## src/rtl/ram_pkg.sv

```systemverilog
// Shared types for the RAM burst-read streamer: FSM state encoding and output buffer depth.
package ram_pkg;

    typedef enum logic [1:0] {
        ST_IDLE  = 2'd0,
        ST_READ  = 2'd1,
        ST_DRAIN = 2'd2
    } rd_state_t;

    localparam int unsigned BUF_DEPTH = 2;

endpackage

```

## src/rtl/fifo_2e.sv

```systemverilog
// Two-entry fall-through buffer: an incoming word is presented on the output in the
// same cycle when the buffer is empty, so a free-running consumer sees no extra latency.
module fifo_2e
    import ram_pkg::*;
#(
    parameter int Word_Width = 32
) (
    input  logic                  clk,
    input  logic                  rst,
    input  logic                  in_valid,
    output logic                  in_ready,
    input  logic [Word_Width-1:0] in_data,
    output logic                  out_valid,
    input  logic                  out_ready,
    output logic [Word_Width-1:0] out_data,
    output logic [1:0]            level
);

    logic                  wr_ptr_reg, wr_ptr_next;
    logic                  rd_ptr_reg, rd_ptr_next;
    logic [1:0]            count_reg, count_next;
    logic                  bypass, push, pop;
    logic [Word_Width-1:0] slot_data [BUF_DEPTH];

    // A word that arrives into an empty buffer while the consumer is ready is never stored.
    assign bypass    = in_valid && (count_reg == 2'd0) && out_ready;
    assign push      = in_valid && in_ready && !bypass;
    assign pop       = out_ready && (count_reg != 2'd0);
    assign in_ready  = (count_reg != 2'd2);
    assign out_valid = (count_reg != 2'd0) || in_valid;
    assign level     = count_reg;

    always_comb begin
        out_data = '0;
        if (count_reg != 2'd0) begin
            out_data = slot_data[rd_ptr_reg];
        end else if (in_valid) begin
            out_data = in_data;
        end
    end

    genvar gi;
    generate
        for (gi = 0; gi < BUF_DEPTH; gi++) begin : g_slot
            logic [Word_Width-1:0] slot_reg;
            always_ff @(posedge clk or posedge rst) begin
                if (rst) begin
                    slot_reg <= '0;
                end else if (push && (wr_ptr_reg == 1'(gi))) begin
                    slot_reg <= in_data;
                end
            end
            assign slot_data[gi] = slot_reg;
        end
    endgenerate

    always_comb begin
        wr_ptr_next = wr_ptr_reg;
        rd_ptr_next = rd_ptr_reg;
        count_next  = count_reg;
        if (push) wr_ptr_next = !wr_ptr_reg;
        if (pop)  rd_ptr_next = !rd_ptr_reg;
        if (push && !pop) begin
            count_next = count_reg + 2'd1;
        end else if (pop && !push) begin
            count_next = count_reg - 2'd1;
        end
    end

    always_ff @(posedge clk or posedge rst) begin
        if (rst) begin
            wr_ptr_reg <= 1'b0;
            rd_ptr_reg <= 1'b0;
            count_reg  <= 2'd0;
        end else begin
            wr_ptr_reg <= wr_ptr_next;
            rd_ptr_reg <= rd_ptr_next;
            count_reg  <= count_next;
        end
    end

endmodule

```

## src/rtl/ram_rd_stream.sv

```systemverilog
// Burst reader: issues sequential RAM reads and streams the words out under valid/ready.
// Define RAM_RD_STREAM_LAST_EN to add the last_o end-of-burst marker.
module ram_rd_stream
    import ram_pkg::*;
#(
    parameter int Addr_Width = 6,
    parameter int Word_Width = 32
) (
    input  logic                  clk,
    input  logic                  rst,
    input  logic                  start_i,
    input  logic [Addr_Width-1:0] base_i,
    input  logic [Addr_Width:0]   len_i,
    output logic                  busy_o,
    output logic                  done_o,
    output logic                  ram_cen_o,
    output logic                  ram_oen_o,
    output logic                  ram_wen_o,
    output logic [Addr_Width-1:0] ram_addr_o,
    input  logic [Word_Width-1:0] ram_data_i,
    output logic [Word_Width-1:0] data_o,
    output logic                  valid_o,
`ifdef RAM_RD_STREAM_LAST_EN
    output logic                  last_o,
`endif
    input  logic                  ready_i
);

    localparam logic [Addr_Width-1:0] ADDR_ONE = 1;
    localparam logic [Addr_Width:0]   CNT_ONE  = 1;

    rd_state_t             state_reg, state_next;
    logic [Addr_Width-1:0] addr_reg, addr_next;
    logic [Addr_Width:0]   issue_left_reg, issue_left_next;
    logic [Addr_Width:0]   out_left_reg, out_left_next;
    logic                  inflight_reg;
    logic                  done_reg, done_next;
    logic                  issue, xfer, buf_in_ready;
    logic [1:0]            buf_level;

    // Buffered words plus the read in flight must stay below two, so every returning word has a slot.
    assign issue = (state_reg == ST_READ) && buf_in_ready &&
                   ((buf_level == 2'd0) || ((buf_level == 2'd1) && !inflight_reg));
    assign xfer  = valid_o && ready_i;

    always_comb begin
        state_next      = state_reg;
        addr_next       = addr_reg;
        issue_left_next = issue_left_reg;
        out_left_next   = out_left_reg;
        done_next       = 1'b0;
        if (xfer) out_left_next = out_left_reg - CNT_ONE;
        case (state_reg)
            ST_IDLE: begin
                if (start_i) begin
                    if (len_i == '0) begin
                        done_next = 1'b1;
                    end else begin
                        state_next      = ST_READ;
                        addr_next       = base_i;
                        issue_left_next = len_i;
                        out_left_next   = len_i;
                    end
                end
            end
            ST_READ: begin
                if (issue) begin
                    addr_next       = addr_reg + ADDR_ONE;
                    issue_left_next = issue_left_reg - CNT_ONE;
                    if (issue_left_reg == CNT_ONE) state_next = ST_DRAIN;
                end
            end
            ST_DRAIN: begin
                // The final word leaving means nothing remains in flight or buffered.
                if (xfer && (out_left_reg == CNT_ONE)) begin
                    state_next = ST_IDLE;
                    done_next  = 1'b1;
                end
            end
            default: state_next = ST_IDLE;
        endcase
    end

    always_ff @(posedge clk or posedge rst) begin
        if (rst) begin
            state_reg      <= ST_IDLE;
            addr_reg       <= '0;
            issue_left_reg <= '0;
            out_left_reg   <= '0;
            inflight_reg   <= 1'b0;
            done_reg       <= 1'b0;
        end else begin
            state_reg      <= state_next;
            addr_reg       <= addr_next;
            issue_left_reg <= issue_left_next;
            out_left_reg   <= out_left_next;
            inflight_reg   <= issue;
            done_reg       <= done_next;
        end
    end

    fifo_2e #(
        .Word_Width(Word_Width)
    ) u_buf (
        .clk      (clk),
        .rst      (rst),
        .in_valid (inflight_reg),
        .in_ready (buf_in_ready),
        .in_data  (ram_data_i),
        .out_valid(valid_o),
        .out_ready(ready_i),
        .out_data (data_o),
        .level    (buf_level)
    );

    assign busy_o     = (state_reg != ST_IDLE);
    assign done_o     = done_reg;
    assign ram_cen_o  = !issue;
    assign ram_oen_o  = !issue;
    assign ram_wen_o  = 1'b1;
    assign ram_addr_o = addr_reg;

`ifdef RAM_RD_STREAM_LAST_EN
    assign last_o = valid_o && (out_left_reg == CNT_ONE);
`endif

endmodule

```

## config.mk

```make
export PLATFORM = sky130hd
export DESIGN_NAME = ram_rd_stream
export DESIGN_NICKNAME = d
export VERILOG_FILES = /design/src/rtl/ram_pkg.sv /design/src/rtl/fifo_2e.sv /design/src/rtl/ram_rd_stream.sv
export SDC_FILE = /design/constraint.sdc
export NUM_CORES = 1
export LEC_CHECK = 0
export BUFFER_PORTS_ARGS = -buffer_cell sky130_fd_sc_hd__buf_2
export CORE_MARGIN = 5
export CORE_UTILIZATION = 56
export DETAILED_ROUTE_END_ITERATION = 8
export PLACE_DENSITY_LB_ADDON = 0.05
export RECOVER_POWER = 50
export SLEW_MARGIN = 20
export SYNTH_ARGS = -nofsm -noshare
export SYNTH_HDL_FRONTEND = slang
export SYNTH_SLANG_ARGS = --single-unit
export TNS_END_PERCENT = 10
```

## constraint.sdc

```tcl
create_clock -name clk -period 3.8 [get_ports clk]
set_input_delay 0.76 -clock clk [delete_from_list [all_inputs] [get_ports clk]]
set_output_delay 0.76 -clock clk [all_outputs]
set_load 0.005 [all_outputs]
```

==> results.sh <==
export IMPL_status="finished, violations left"
export IMPL_violations="max-capacitance violations, max-slew violations"
export IMPL_fin_cells=627
export IMPL_critPathMostFrequentCell="clkbuf_1"
export IMPL_r2r_slack_ps=640
export IMPL_layout_min_cycle_time_ps=3340
export IMPL_cp_required_ps=3040
export IMPL_vias=3559
export IMPL_cp_slowest_cell="clkbuf_1"
export IMPL_fillers=663
export IMPL_fin_nets=576
export IMPL_clock_path_buffers=2
export IMPL_avgSynthCellArea_sq_um=11.0
export IMPL_peakVddDrop_mv=0.389
export IMPL_cts_hold_buf=0
export IMPL_crit_chain="clkbuf_1, nor3b_1, o21ai_0, clkbuf_1, buf_2"
export IMPL_hold_path_class="reg -> reg"
export IMPL_cp_end_kind="primary output"
export IMPL_core_area_sq_um=8300
export IMPL_port_buffers=91
export IMPL_fin_tns_setup_ps=0
export IMPL_critPathLaunch="state_reg[0]"
export IMPL_drt_iter0_markers=127
export IMPL_drive_above_1_share_pct=33.7
export IMPL_place_hpwl_microns=7040
export IMPL_hold_viol_final=0
export IMPL_start_util_pct=58.2
export IMPL_ys_ff_latch=92
export IMPL_numCtsBuffers=9
export IMPL_timing_max_cap_violations=1
export IMPL_synth_top_flop_cell="dfrtp_1"
export IMPL_slew_headroom_pct=-16.0
export IMPL_clock_latency_ps=340
export IMPL_hold_path_end="u_buf.g_slot[0].slot_reg[30]"
export IMPL_path_class="reg -> out"
export IMPL_dp_cells=612
export IMPL_combPwrFrac_pct=45.8
export IMPL_die_w_microns=103
export IMPL_crit_path_max_fanout=31
export IMPL_worst_slack_ps=459
export IMPL_antenna_found_initial=0
export IMPL_avgRoutedWirePerCell_microns=16.4
export IMPL_grt_usage_pct=20.2
export IMPL_seqCellArea_sq_um=2300
export IMPL_final_common_cell="dfrtp_1"
export IMPL_startpoint_type="register"
export IMPL_setup_viol_count_final=0
export IMPL_power_leakage_nw=2.52
export IMPL_ys_types=55
export IMPL_clkPwrFrac_pct=16.8
export IMPL_dp_worst_setup_slack_ps=1100
export IMPL_fmax_ghz=0.299
export IMPL_synth_area_sq_um=4830
export IMPL_viasPerCell=5.68
export IMPL_grt_pass1_wl_microns=16900
export IMPL_largest_reg_flops=64
export IMPL_die_h_microns=103
export IMPL_rr_endpoint="issue_left_reg[0]"
export IMPL_grt_pass1_vias=3547
export IMPL_hold_depth=1
export IMPL_postCtsSetupRepairBufs=0
export IMPL_synth_edff_count=0
export IMPL_multiInputGateArea_sq_um=2330
export IMPL_htreeDepth=3
export IMPL_synth_fa_ha_area_share_pct=2.33
export IMPL_globalplace_congestion=0.858
export IMPL_grt_max_degree=55
export IMPL_areaGrowthSynthToFinish_pct=15.4
export IMPL_num_antenna_cells=0
export IMPL_finalMaxSlewViolations=40
export IMPL_power_density_nw_per_um2=894
export IMPL_clkTransAtPathRegs_ps=80
export IMPL_whs_ps=491
export IMPL_ys_warn_count=0
export IMPL_synth_top_family_by_area="multiplexers"
export IMPL_cts_resized=0
export IMPL_grt_overflow_total=0
export IMPL_firstDrtPassIters=4
export IMPL_cts_sinks=92
export IMPL_synthArstFlopShare_pct=100
export IMPL_critical_path_arrival_ps=2580
export IMPL_p_int_mw=3.16
export IMPL_fin_skew_ps=8.25
export IMPL_die_area_sq_um=10600
export IMPL_layout_cells_most_common_list="91 x dfrtp_1, 87 x buf_2, 60 x mux2_2, 39 x o21ai_0"
export IMPL_synth_compound_area_share_pct=10.1
export IMPL_antenna_left=0
export IMPL_worstMarginPinSlew_ps=1730
export IMPL_post_dp_cell_area_sq_um=5360
export IMPL_rsz0062_at_grt="no"
export IMPL_syn_inst=441
export IMPL_swShare_pct=36.5
export IMPL_yosys_area_share_xor_xnor_pct=1.81
export IMPL_clockRootBuffer="clkbuf_8"
export IMPL_synthesis_nets=499
export IMPL_sequentialPowerShare_pct=37.4
export IMPL_yosysSeqAreaShare_pct=47.7
export IMPL_r2r_start="state_reg[0]"
export IMPL_reg2regPathDepth=5
export IMPL_hp_start="u_buf.g_slot[0].slot_reg[30]"
export IMPL_drc=0
export IMPL_routed_wl_microns=10300
export IMPL_yosysTopAreaCellShare_pct=47.7
export IMPL_tritoncts="built"
export IMPL_finalInstanceArea_sq_um=5580
export IMPL_synthSimpleGateAreaFrac_pct=11.5
export IMPL_synth_mux_area_share_pct=22.6
export IMPL_yosysTopAreaCell="dfrtp_1"
export IMPL_ioPinCount=93
export IMPL_fin_crit_sh_pct=87.9
export IMPL_rows=33
export IMPL_ys_top_cells_by_area="dfrtp_1 48%, mux2_2 14%, mux2i_1 7.7%"
export IMPL_switching_power_mw=1.82
export IMPL_critPathMaxStageDelay_ps=980
==> power by group through the flow <==
stage	logic, mW	clock network [mW]	registers (mW)
3_5_place_dp	2.33	0	1.88
5_1_grt	2.56	0.897	1.93
2_1_floorplan	1.73	0	1.70
6_report	2.28	0.839	1.86
3_3_place_gp	2.27	0	1.86
4_1_cts	2.34	0.857	1.86
==> routing by layer <==
layer / share of wire, % / vias up / routed length, microns / GRT usage, %
met2: 48 / 88 / 4900 / 33.2
li1: - / 1738 / - / -
met1: 46 / 1719 / 4730 / 28.1
met4: 1.5 / 0 / 150 / 5.98
met5: 0 / - / 0 / 0
met3: 4.8 / 14 / 495 / 2.84
==> worst max-delay path by stage <==
stage                                              to  slack [ps]
after global routing                        ram_oen_o         300
after detailed placement                   data_o[27]        1100
after CTS                                  data_o[27]         730
after floorplan                                done_o         650
final                                       ram_oen_o         460
after global placement    u_buf.g_slot[0].slot_reg[1]        1180
==> cells by family (layout without fill, tap and decap cells) <==
kind of cell | after synthesis | in the layout
AOI/OAI and AO/OA | 76 | 76
xor gates and xnor gates | 10 | 10
adders and majority gates | 9 | 9
buffers and inverters | 46 | 127
DFF | 92 | 92
muxes | 101 | 101
other | 1 | 1
and+or+nand+nor | 106 | 106
==> area by class of cell <==
class                           count  share of cell area [%]
Multi-Input combinational cell    303                    41.7
Tap cell                          105                    2.36
Clock inverter                      6                    2.45
Timing Repair Buffer              100                    9.11
Inverter                           12                   0.830
Clock buffer                        9                    2.22
Sequential cell                    92                    41.3
==> synth_stat cells, drive strengths merged, types with 2 or more instances <==
cell type  instances
dfrtp             92
mux2              64
o21ai             45
mux2i             37
nand3             37
nand2             21
clkbuf            18
buf               16
inv               12
nor2              11
ha                 9
xor2               7
nor3               6
nor2b              5
a22oi              4
nand4              4
o22ai              4
a211oi             3
nand2b             3
nor3b              3
nor4               3
o2bb2a             3
xnor2              3
a21o               2
a21oi              2
and2               2
nand3b             2
or2                2
or3                2
or4                2
==> metrics by stage <==
step	power, mW	util (%)
6_report	4.98	67.2
5_1_grt	5.39	67.2
4_1_cts	5.06	67.8
3_5_place_dp	4.21	64.6
3_3_place_gp	4.12	64.6
2_1_floorplan	3.44	-
==> worst max-delay path, delay by kind of cell, from the launching register on <==
kind                   cells  cell delay, ps
AO/OA/AOI/OAI              1             120
buffers and inverters      3            1530
AND/OR/NAND/NOR            1             260
flip-flops                 1             330
(Power assumes the default switching activity.)
